[src/rtl/ldl_round_age.sv]
// ldl_round_age
//   Priority-class ager that sits upstream of the round-robin arbiter.
//   If a requester waits without a grant, its class is raised by one
//   every AGE_STEP cycles. The boost stops at the top class, so a
//   low-class requester cannot starve.
//
//   Ports
//     clk      clock
//     rst      synchronous reset, active-high
//     req      request vector; the same vector also drives the arbiter
//     cos_in   base class per requester
//     ack      arbiter grant valid
//     hot      arbiter one-hot grant (ignored while ack=0)
//     cos_out  aged class per requester, fed to the arbiter cos input
//     aged     per-requester flag: boost is nonzero
//     starve   (only with LDL_ROUND_AGE_STARVE_EN) sticky flag, set after
//              a full AGE_STEP spent at the top class without a grant
//
//   Build option
//     LDL_ROUND_AGE_STARVE_EN  adds the starve output and its logic
module ldl_round_age #(
  parameter int BIN_WIDTH = 3,
  parameter int REQ_WIDTH = 1 << BIN_WIDTH,
  parameter int COS_WIDTH = 2,
  parameter int AGE_STEP  = 16,
  parameter int AGE_WIDTH = $clog2(AGE_STEP)
) (
  input  logic                                 clk,
  input  logic                                 rst,
  input  logic [REQ_WIDTH-1:0]                 req,
  input  logic [REQ_WIDTH-1:0][COS_WIDTH-1:0]  cos_in,
  input  logic                                 ack,
  input  logic [REQ_WIDTH-1:0]                 hot,
  output logic [REQ_WIDTH-1:0][COS_WIDTH-1:0]  cos_out,
  output logic [REQ_WIDTH-1:0]                 aged
`ifdef LDL_ROUND_AGE_STARVE_EN
  ,
  output logic [REQ_WIDTH-1:0]                 starve
`endif
);

  localparam logic [COS_WIDTH-1:0] COS_MAX   = '1;
  localparam logic [AGE_WIDTH-1:0] WAIT_LAST = AGE_WIDTH'(AGE_STEP - 1);

  logic [REQ_WIDTH-1:0][AGE_WIDTH-1:0] wait_cnt;
  logic [REQ_WIDTH-1:0][COS_WIDTH-1:0] boost;
  logic [REQ_WIDTH-1:0]                grant;

  assign grant = {REQ_WIDTH{ack}} & hot;

  always_ff @(posedge clk) begin
    if (rst) begin
      wait_cnt <= '0;
      boost    <= '0;
`ifdef LDL_ROUND_AGE_STARVE_EN
      starve   <= '0;
`endif
    end else begin
      for (int i = 0; i < REQ_WIDTH; i++) begin
        if (!req[i] || grant[i]) begin
          // A dropped request gives up its aging. A grant clears it, even
          // when a step event lands in the same cycle.
          wait_cnt[i] <= '0;
          boost[i]    <= '0;
`ifdef LDL_ROUND_AGE_STARVE_EN
          starve[i]   <= 1'b0;
`endif
        end else if (wait_cnt[i] == WAIT_LAST) begin
          // At saturation the counter keeps wrapping and boost holds.
          wait_cnt[i] <= '0;
          if (boost[i] != COS_MAX) begin
            boost[i] <= boost[i] + 1'b1;
          end
`ifdef LDL_ROUND_AGE_STARVE_EN
          else begin
            starve[i] <= 1'b1;
          end
`endif
        end else begin
          wait_cnt[i] <= wait_cnt[i] + 1'b1;
        end
      end
    end
  end

  // cos_out depends only on registered boost and cos_in. There is no path
  // from req/ack, which keeps the loop through the arbiter free of
  // combinational cycles.
  for (genvar g = 0; g < REQ_WIDTH; g++) begin : g_out
    logic [COS_WIDTH:0] sum;
    assign sum        = {1'b0, cos_in[g]} + {1'b0, boost[g]};
    assign cos_out[g] = sum[COS_WIDTH] ? COS_MAX : sum[COS_WIDTH-1:0];
    assign aged[g]    = |boost[g];
  end

endmodule

[config.mk]
export PLATFORM = sky130hd
export DESIGN_NAME = ldl_round_age
export DESIGN_NICKNAME = d
export VERILOG_FILES = /design/src/rtl/ldl_round_age.sv
export SDC_FILE = /design/constraint.sdc
export NUM_CORES = 1
export LEC_CHECK = 0
export CAP_MARGIN = 20
export CELL_PAD_IN_SITES_DETAIL_PLACEMENT = 1
export CELL_PAD_IN_SITES_GLOBAL_PLACEMENT = 1
export CORE_MARGIN = 1
export CORE_UTILIZATION = 36
export DETAILED_ROUTE_END_ITERATION = 6
export PLACE_DENSITY = 0.77
export SLEW_MARGIN = 20
export SYNTH_ARGS = -nofsm -noshare
export SYNTH_HDL_FRONTEND = slang
export SYNTH_SLANG_ARGS = --single-unit
[constraint.sdc]
create_clock -name clk -period 1.45 [get_ports clk]
set_clock_uncertainty 0.15 [all_clocks]
set_input_delay 0.2175 -clock clk [delete_from_list [all_inputs] [get_ports clk]]
set_output_delay 0.2175 -clock clk [all_outputs]
set_load 0.03 [all_outputs]
==> reports/results.ini <==
[job]
cap_viol_max_count = 0

[floorplan]
coreArea_mm2 = 0.00741
die_area_mm2 = 0.00821
die_x_um = 90.6
die_h_um = 90.6
start_util_pct = 38.2
rows = 31
io_pins = 59

[synth]
ys_ff_latch = 48
synth.avg_cell_area_um2 = 10.6
netlist_instances = 266
synthDistinctLibCells = 16
netlist_area_mm2 = 0.00283
yosysWarnings = 0
syn_nets = 341
ys_seq_area_share_pct = 34.0

[drt]
num_vias = 2143
totalWireLength_um = 6680
first_iter_violations = 29
drcViolationCount = 0
dr.pass1.iters = 4
viasPerCell = 4.58
ant_nets = 0
wl_per_cell_um = 14.3

[placed_design]
io_buffers = 58
dp_slack_ps = -953
dp_hpwl_um = 4630
placed_cell_area_mm2 = 0.00382
place_congestion = 0.689

[cells_and_area]
n_antenna_cell = 0
drive_above_1_share_pct = 51.5
design_area_mm2 = 0.00446
nets = 443
syn2layout_area_growth_pct = 57.6

[power_and_ir_drop]
power_leakage_nw = 2.16
pwr-share-clk_pct = 35.7
combPwrFrac_pct = 15.1
p_sw_share_pct = 24.3
p_int_mw = 2.07
total_power_mw = 2.73
powerDensity_mw_per_mm2 = 613
power.switching_mw = 0.664
irDropWorstVdd_mv = 0.405
seqPwrFrac_pct = 49.3

[critical_path]
crit_path_end_kind = output pin
arrival_ps = 1640
r2r_start = boost[8]$_SDFFE_PP0P_
path_class = reg -> out
cp_data_required_time_ps = 1080
cp-startpoint = boost[8]$_SDFFE_PP0P_
crit_fanout = 2
start_kind = register

[grt]
grt.met2_usage_pct = 34.7
grt_pass1_wl_um = 11000
grt_pass1_vias = 2455
antenna_found_initial = 0
grt_max_degree = 15
busiest_layer = met2
grt_usage_pct = 16.9
use_met3_pct = 3.03
overflow = 0
grtUsageMet1_pct = 17.0

[run_status]
violations = setup timing
status = finished with violations

[sta]
fin_ws_ps = -561
setup_viol = 29
relSlewSlack_pct = 82.8
fmax_mhz = 497
layout_worst_path_cycle_share_pct = 139
worstMarginPinSlew_ps = 258
hold_viol_final = 0
grt_setup_unrepaired = yes
finalCriticalPeriod_ps = 2010
maxSlewViolCount = 0

[cts]
cts.sinks = 48
cts_buffer_depth = 2
clkTransAtPathRegs_ps = 90
root_buffer = clkbuf_8
htree_levels = 2
hold_buffers = 0
clk_latency_ps = 300
cts_tree = done
cts_buffers = 5

[hold_path]
hp-class = reg -> reg
hp-start = wait_cnt[16]$_SDFF_PP0_

[critical path: stages (launching register included)]
cell,delay (ps)
dfxtp_2,340
ha_4,150
fa_2,340
buf_6,120
or2_4,240
buf_6,140
[cells in the mapped netlist]
master,n,area share (%)
dfxtp_1,48,34
nor2_1,46,6.1
ha_1,32,14
inv_1,32,4.2
nand3_1,16,2.8
or2_2,16,3.5
xnor2_1,16,5.0
nand4b_2,14,7.4
fa_1,8,5.7
mux2i_1,8,2.8
nand2_4,8,3.2
nand3b_4,8,5.7
xor2_1,8,2.5
buf_6,2,0.80
nand4b_4,2,1.7
nor2_2,2,0.44
[state kept, by name, summed over array words and instances, names as in the netlist]
name / cells
wait_cnt: 32
boost: 16
[stage by stage]
stage	utilization, %	setup TNS, ps	instances	hold slack [ps]
6_report	60.2	-8780	468	303
5_1_grt	60.2	-10190	468	328
4_1_cts	58.2	-8790	462	306
3_5_place_dp	51.6	-12460	444	290
2_1_floorplan	-	-529	266	203
3_3_place_gp	51.6	-12150	444	275
[routing by layer]
layer | vias to the layer above | wire length, um
li1 | 1067 | -
met1 | 1032 | 2500
met2 | 34 | 3910
met3 | 10 | 185
met4 | 0 | 90
met5 | - | 0
[power groups by stage]
stage | registers, mW | logic, mW | clock network [mW]
after floorplan | 1.38 | 0.208 | 0
after global placement | 1.38 | 0.393 | 0
after detailed placement | 1.38 | 0.406 | 0
after CTS | 1.35 | 0.416 | 1.01
after global routing | 1.35 | 0.440 | 1.07
final | 1.34 | 0.412 | 0.974
[cells by family (layout without fill, tap and decap cells)]
logic type / Yosys count / in the layout / synth area share, %
XOR/XNOR: 24 / 24 / 7.43
adder cells (fa/ha/maj): 40 / 40 / 19.8
buffers and inverters: 34 / 137 / 5.04
flip-flops: 48 / 48 / 34.0
multiplexers: 8 / 8 / 2.83
AND/OR/NAND/NOR: 112 / 112 / 30.9
[cell usage in the layout, fill, tap and decap left out, drive strengths merged, types with 6 or more instances in the layout]
cell / n
buf: 63
clkbuf: 6
clkdlybuf4s50: 26
dfxtp: 48
dlygate4sd2: 8
fa: 8
ha: 32
inv: 32
mux2i: 8
nand2: 8
nand3: 16
nand3b: 8
nand4b: 16
nor2: 48
or2: 16
xnor2: 16
xor2: 8
[final timing paths]
check | end | slack (ps) | cells past startpoint
worst min register to register | wait_cnt[16]$_SDFF_PP0_ | 300 | 1
worst min-delay path | wait_cnt[16]$_SDFF_PP0_ | 300 | 1
worst max register to register | boost[9]$_SDFFE_PP0P_ | -120 | 7
worst max-delay path | cos_out[9] | -560 | 5
[what timing repair did]
item | CTS | global route
setup buffers | 10 | 13
endpoints found under the setup margin | 25 | 33
resized for setup | 156 | 31
pin swaps | 12 | 11
[layout make-up]
class,count,area [um^2]
Tap cell,99,124
Sequential cell,48,986
Clock buffer,6,72.6
Multi-Input combinational cell,184,2090
Clock inverter,2,35.0
Timing Repair Buffer,97,996
Fill cell,783,2950
Inverter,32,153
No activity file was read; power rests on OpenSTA's default activity.
